**config.mk**
```make
export PLATFORM = sky130hd
export DESIGN_NAME = ula_ctrl
export DESIGN_NICKNAME = d
export VERILOG_FILES = /design/src/rtl/ula_ctrl_pkg.sv /design/src/rtl/ula_ctrl_ref_model.sv /design/src/rtl/ula_ctrl.sv
export SDC_FILE = /design/constraint.sdc
export NUM_CORES = 1
export LEC_CHECK = 0
export ABC_AREA = 1
export CAP_MARGIN = 20
export CORE_MARGIN = 1.5
export CORE_UTILIZATION = 43
export CTS_CLUSTER_DIAMETER = 120
export DETAILED_ROUTE_END_ITERATION = 12
export PLACE_DENSITY = 0.93
export SLEW_MARGIN = 10
export SYNTH_ARGS = -nofsm -noshare
export SYNTH_HDL_FRONTEND = slang
export SYNTH_SLANG_ARGS = --single-unit
```
**constraint.sdc**
```tcl
create_clock -name clk -period 2.4 [get_ports clk]
set_input_delay 0.24 -clock clk [delete_from_list [all_inputs] [get_ports clk]]
set_output_delay 0.24 -clock clk [all_outputs]
set_load 0.01 [all_outputs]
```
**src/rtl/ula_ctrl_pkg.sv**
```systemverilog
// Shared definitions for the ula command front-end: opcode values,
// FSM state encoding, datapath widths and the golden ALU result function.
package ula_pkg;

  localparam int OP_W  = 4;
  localparam int RES_W = 8;

  localparam logic [OP_W-1:0] OP_ADD = 4'd0;
  localparam logic [OP_W-1:0] OP_SUB = 4'd1;
  localparam logic [OP_W-1:0] OP_MUL = 4'd2;
  localparam logic [OP_W-1:0] OP_DIV = 4'd3;

  typedef enum logic [1:0] {
    ST_IDLE   = 2'd0,
    ST_SETTLE = 2'd1,
    ST_RESP   = 2'd2
  } state_t;

  // Result the ALU is expected to produce; illegal opcodes and divide by
  // zero both yield zero.
  function automatic logic [RES_W-1:0] ula_expected(
    input logic [OP_W-1:0] op,
    input logic [OP_W-1:0] a,
    input logic [OP_W-1:0] b
  );
    logic [RES_W-1:0] ea;
    logic [RES_W-1:0] eb;
    ea = {4'b0, a};
    eb = {4'b0, b};
    case (op)
      OP_ADD:  ula_expected = ea + eb;
      OP_SUB:  ula_expected = ea - eb;
      OP_MUL:  ula_expected = ea * eb;
      OP_DIV:  ula_expected = (b == '0) ? '0 : (ea / eb);
      default: ula_expected = '0;
    endcase
  endfunction

endpackage

```
**src/rtl/ula_ctrl_ref_model.sv**
```systemverilog
// Combinational reference for the ula result, used by the optional
// result checker (ULA_CHECK_EN) inside ula_ctrl.
module ula_ref_model
  import ula_pkg::*;
(
  input  logic [OP_W-1:0]  i_op,
  input  logic [OP_W-1:0]  i_a,
  input  logic [OP_W-1:0]  i_b,
  output logic [RES_W-1:0] o_expected
);

  assign o_expected = ula_expected(i_op, i_a, i_b);

endmodule

```
**src/rtl/ula_ctrl.sv**
```systemverilog
// Command front-end for the combinational 4-bit ula: registers a command
// onto the ula inputs, waits SETTLE_CYCLES, captures the result with status
// flags and holds it until the consumer takes it.
// Optional macro ULA_CHECK_EN adds a result checker with a saturating
// mismatch counter; without it the checker outputs are tied to zero.
module ula_ctrl
  import ula_pkg::*;
#(
  parameter int SETTLE_CYCLES = 1,
  parameter int ERR_CNT_W     = 8
) (
  input  logic                 clk,
  input  logic                 rst_n,
  input  logic                 cmd_valid,
  output logic                 cmd_ready,
  input  logic [3:0]           cmd_op,
  input  logic [3:0]           cmd_a,
  input  logic [3:0]           cmd_b,
  output logic [3:0]           ula_switchs,
  output logic [3:0]           ula_A,
  output logic [3:0]           ula_B,
  input  logic [7:0]           ula_saida,
  output logic                 rsp_valid,
  input  logic                 rsp_ready,
  output logic [7:0]           rsp_data,
  output logic [3:0]           rsp_op,
  output logic                 rsp_div0,
  output logic                 rsp_neg,
  output logic                 rsp_illegal,
  output logic                 chk_mismatch,
  output logic [ERR_CNT_W-1:0] chk_err_count
);

  // A settle time below one cycle is meaningless; clamp it.
  localparam int SETTLE_EFF = (SETTLE_CYCLES < 1) ? 1 : SETTLE_CYCLES;
  localparam int CNT_W      = $clog2(SETTLE_EFF + 1);
  localparam logic [CNT_W-1:0] CNT_LOAD = CNT_W'(SETTLE_EFF - 1);

  state_t           r_state;
  logic [CNT_W-1:0] r_cnt;
  logic [OP_W-1:0]  r_sh_op;
  logic [OP_W-1:0]  r_sh_a;
  logic [OP_W-1:0]  r_sh_b;
  logic [OP_W-1:0]  r_ula_sw;
  logic [OP_W-1:0]  r_ula_a;
  logic [OP_W-1:0]  r_ula_b;
  logic             r_cmd_ready;
  logic             r_rsp_valid;
  logic [RES_W-1:0] r_rsp_data;
  logic [OP_W-1:0]  r_rsp_op;
  logic             r_rsp_div0;
  logic             r_rsp_neg;
  logic             r_rsp_illegal;

  logic             w_capture;
  logic             w_illegal;
  logic [RES_W-1:0] w_result;

  // Flags and the illegal-op override come from the shadow operands so they
  // do not depend on what the ALU actually returned.
  assign w_capture = (r_state == ST_SETTLE) && (r_cnt == '0);
  assign w_illegal = (r_sh_op > OP_DIV);
  assign w_result  = w_illegal ? '0 : ula_saida;

  // Command/settle/response sequencing with all outputs registered.
  always_ff @(posedge clk) begin
    if (!rst_n) begin
      r_state       <= ST_IDLE;
      r_cnt         <= '0;
      r_sh_op       <= '0;
      r_sh_a        <= '0;
      r_sh_b        <= '0;
      r_ula_sw      <= '0;
      r_ula_a       <= '0;
      r_ula_b       <= '0;
      r_cmd_ready   <= 1'b1;
      r_rsp_valid   <= 1'b0;
      r_rsp_data    <= '0;
      r_rsp_op      <= '0;
      r_rsp_div0    <= 1'b0;
      r_rsp_neg     <= 1'b0;
      r_rsp_illegal <= 1'b0;
    end else begin
      case (r_state)
        ST_IDLE: begin
          if (cmd_valid && r_cmd_ready) begin
            r_sh_op     <= cmd_op;
            r_sh_a      <= cmd_a;
            r_sh_b      <= cmd_b;
            r_ula_sw    <= cmd_op;
            r_ula_a     <= cmd_a;
            r_ula_b     <= cmd_b;
            r_cnt       <= CNT_LOAD;
            r_cmd_ready <= 1'b0;
            r_state     <= ST_SETTLE;
          end
        end
        ST_SETTLE: begin
          if (r_cnt != '0) begin
            r_cnt <= r_cnt - CNT_W'(1);
          end else begin
            r_rsp_valid   <= 1'b1;
            r_rsp_data    <= w_result;
            r_rsp_op      <= r_sh_op;
            r_rsp_div0    <= (r_sh_op == OP_DIV) && (r_sh_b == '0);
            r_rsp_neg     <= (r_sh_op == OP_SUB) && (r_sh_a < r_sh_b);
            r_rsp_illegal <= w_illegal;
            r_state       <= ST_RESP;
          end
        end
        ST_RESP: begin
          if (rsp_ready) begin
            r_rsp_valid <= 1'b0;
            r_cmd_ready <= 1'b1;
            r_state     <= ST_IDLE;
          end
        end
        default: begin
          r_rsp_valid <= 1'b0;
          r_cmd_ready <= 1'b1;
          r_state     <= ST_IDLE;
        end
      endcase
    end
  end

  assign cmd_ready   = r_cmd_ready;
  assign ula_switchs = r_ula_sw;
  assign ula_A       = r_ula_a;
  assign ula_B       = r_ula_b;
  assign rsp_valid   = r_rsp_valid;
  assign rsp_data    = r_rsp_data;
  assign rsp_op      = r_rsp_op;
  assign rsp_div0    = r_rsp_div0;
  assign rsp_neg     = r_rsp_neg;
  assign rsp_illegal = r_rsp_illegal;

`ifdef ULA_CHECK_EN
  logic [RES_W-1:0]     w_expected;
  logic                 w_mismatch;
  logic                 r_chk_mismatch;
  logic [ERR_CNT_W-1:0] r_chk_err_count;

  ula_ref_model u_ref_model (
    .i_op       (r_sh_op),
    .i_a        (r_sh_a),
    .i_b        (r_sh_b),
    .o_expected (w_expected)
  );

  // Illegal opcodes are never counted as mismatches: their data is forced.
  assign w_mismatch = !w_illegal && (ula_saida != w_expected);

  // Mismatch flag is captured with the response; counter saturates.
  always_ff @(posedge clk) begin
    if (!rst_n) begin
      r_chk_mismatch  <= 1'b0;
      r_chk_err_count <= '0;
    end else if (w_capture) begin
      r_chk_mismatch <= w_mismatch;
      if (w_mismatch && (r_chk_err_count != '1)) begin
        r_chk_err_count <= r_chk_err_count + ERR_CNT_W'(1);
      end
    end
  end

  assign chk_mismatch  = r_chk_mismatch;
  assign chk_err_count = r_chk_err_count;
`else
  logic w_unused;
  assign w_unused      = w_capture;
  assign chk_mismatch  = 1'b0;
  assign chk_err_count = '0;
`endif

endmodule

```
==> reports/qor.yml <==
syn_area_mm2: 0.00129
syn-instance-count: 159
dp_hpwl_um: 2170
synthTopCellsByArea: "dfxtp_1 48%, nand2_1 8.1%, a21oi_1 7.4%"
cp_data_arrival_time_ns: 1.33
power.density_mw_per_mm2: 628
endpoint_kind: "output pin"
async_flop_share_pct: 0
clock.fmax_mhz: 639
dieHeight_um: 57.9
crit_end: "ula_switchs[0]"
track_usage_pct: 18.5
ir_worst_vdd_v: 0.000402
clock_skew_ns: 0.00548
rrSetupSlack_ns: 1.15
dp_cells: 237
violations: "design-rule violations"
required_ns: 2.16
critical_path_class: "reg -> out"
placementRows: 19
route.vias.total: 1202
antenna_found_initial: 0
gp_congestion: 0.713
drt-total-wl_um: 3000
synth_seq_cells: 31
cp-start-kind: "flop"
initialDrtViolationCount: 39
vias_per_cell: 4.93
path_buf_inv: 1
rr_worst_depth: 4
nNetsFinal: 240
regToRegStartpoint: "r_state[1]"
core-area_mm2: 0.00281
ctsHtreeMaxLevel: 2
yosysMostFrequentCell: "dfxtp_1"
grt_pass1_vias: 1088
grt-ovfl-total: 0
post-cts-setup-buffers: 0
final_cells: 244
dieWidth_um: 57.9
synth-main-ff-cell: "dfxtp_1"
rsz0062_at_grt: "false"
power_mw: 1.16
clockBufferDepth: 2
tns_ns: 0
cpPeakStageDelay_ns: 0.57
dr.pass1.iters: 8
synth-seq-area-share_pct: 48.0
cts-root-buf: "clkbuf_4"
cts_made_buffers: 5
drc: 4
setup_violations: 0
postSynthAreaPerCell_um2: 8.14
wire_per_inst_um: 12.3
slew_violations: 0
synth_edf_count: 0
cts-resized-gates: 0
cp_slowest_cell: "clkdlybuf4s50_1"
io_pins: 62
initial_core_util_pct: 46.1
synth_cell_types: 23
crit_fanout: 5
fin_hold_ws_ns: 0.459
ys.warnings.count: 0
path_delay_family: "buffers and inverters"
synth_top_cell_by_area: "dfxtp_1"
max_cap_violations: 0
postRouteAntennaNets: 0
grt_pass1_wl_um: 4660
fin_crit_sh_pct: 65.3
period_needed_ns: 1.57
critical_path.startpoint: "ula_switchs[0]"
grt_max_degree: 20
cts_num_sinks: 31
drive_above_1_share_pct: 9.39
hold_viol: 0
antenna_cells: 0
clk_pin_slew_worst_paths_ns: 0.09
synth_top_area_share_pct: 48.0
clock_latency_ns: 0.33
cp.depth: 1
status: "finished with violations"
cts_hold_buffers: 0
r2r-end: "ula_B[2]"
hp-class: "in -> reg"
cts_tree: "done"
dieArea_mm2: 0.00335
areaGrowthSynthToFinish_pct: 42.4
fillCellCount: 244
p_leak_nw: 0.734
portBuffers: 52
synthTopCellsByCount: "31 x dfxtp_1, 28 x nand2_1, 23 x nor2_1"
path_cells: "clkdlybuf4s50_1"
## placed cells by master (no fill, tap or decap)
| master | count |
|---|---|
| nand2_4 | 1 |
| conb_1 | 9 |
| nand2_2 | 1 |
| inv_1 | 8 |
| o21ai_0 | 12 |
| clkbuf_4 | 5 |
| ha_1 | 3 |
| o21ai_1 | 5 |
| dfxtp_1 | 31 |
| a21oi_2 | 1 |
| nand3_2 | 3 |
| nand2_1 | 28 |
| nand4_1 | 2 |
| clkdlybuf4s50_1 | 52 |
| or2_4 | 1 |
| buf_4 | 1 |
| nor2_1 | 23 |
| nor2_8 | 1 |
| a21oi_1 | 19 |
| clkbuf_8 | 1 |
| clkinv_2 | 1 |
| nor3_1 | 1 |
| or3_4 | 1 |
| inv_2 | 3 |
## cell type report
type | count | area (um^2) | share of cell area (%)
flip-flops and latches | 31 | 621 | 33.7
multi-input cells | 111 | 557 | 30.2
repair buffers | 53 | 528 | 28.7
clock buffers | 6 | 51.3 | 2.79
inverters | 11 | 41.3 | 2.24
well taps | 31 | 38.8 | 2.11
clock inverters | 1 | 5.00 | 0.272
## where the power goes
group	leakage [nW]	internal, mW	switching, mW	total, mW
logic	0.446	0.138	0.129	0.268
clock network	0.0341	0.136	0.171	0.307
registers	0.254	0.553	0.0301	0.583
total	0.734	0.827	0.331	1.16
## routing by layer
metal | global-route usage, % | up-vias | wire (um) | share of wire, %
met5 | 0 | - | 0 | 0
met4 | 6.98 | 0 | 40 | 1.3
met3 | 7.37 | 6 | 212 | 7.1
met2 | 31.0 | 51 | 1460 | 49
met1 | 21.1 | 541 | 1280 | 43
li1 | - | 604 | - | -
## worst min path at each step
stage                      start     endpoint  slack [ns]  cells after the start
global route        ula_saida[0]  rsp_data[0]        0.46                      3
CTS                 ula_saida[0]  rsp_data[0]        0.45                      3
floorplan           ula_saida[0]  rsp_data[0]        0.38                      2
global placement     rsp_data[6]  rsp_data[6]        0.45                      2
finish              ula_saida[1]  rsp_data[1]        0.46                      3
detailed placement   rsp_data[7]  rsp_data[7]        0.45                      2
## metrics by stage
stage / utilization [%] / setup slack (ns) / instance area (um^2)
2_1_floorplan: - / 1.30 / 1320
3_3_place_gp: 63.6 / 0.931 / 1790
6_report: 65.7 / 0.834 / 1840
5_1_grt: 65.7 / 0.780 / 1840
3_5_place_dp: 63.6 / 0.856 / 1790
4_1_cts: 65.7 / 0.837 / 1840
## flip-flops by register name, indices dropped and copies added, names as in the netlist, 2 cells and up
register	count
rsp_data	8
rsp_op	4
ula_A	4
ula_B	4
ula_switchs	4
r_state	2
## kinds of logic after synthesis
logic type | count (synthesis) | synth area share, %
adders and majority gates | 3 | 2.90
DFF | 31 | 48.0
other | 1 | 0.290
AOI/OAI and AO/OA | 37 | 14.6
and+or+nand+nor | 62 | 22.9
buffers and inverters | 25 | 11.3
(Power assumes the default switching activity.)
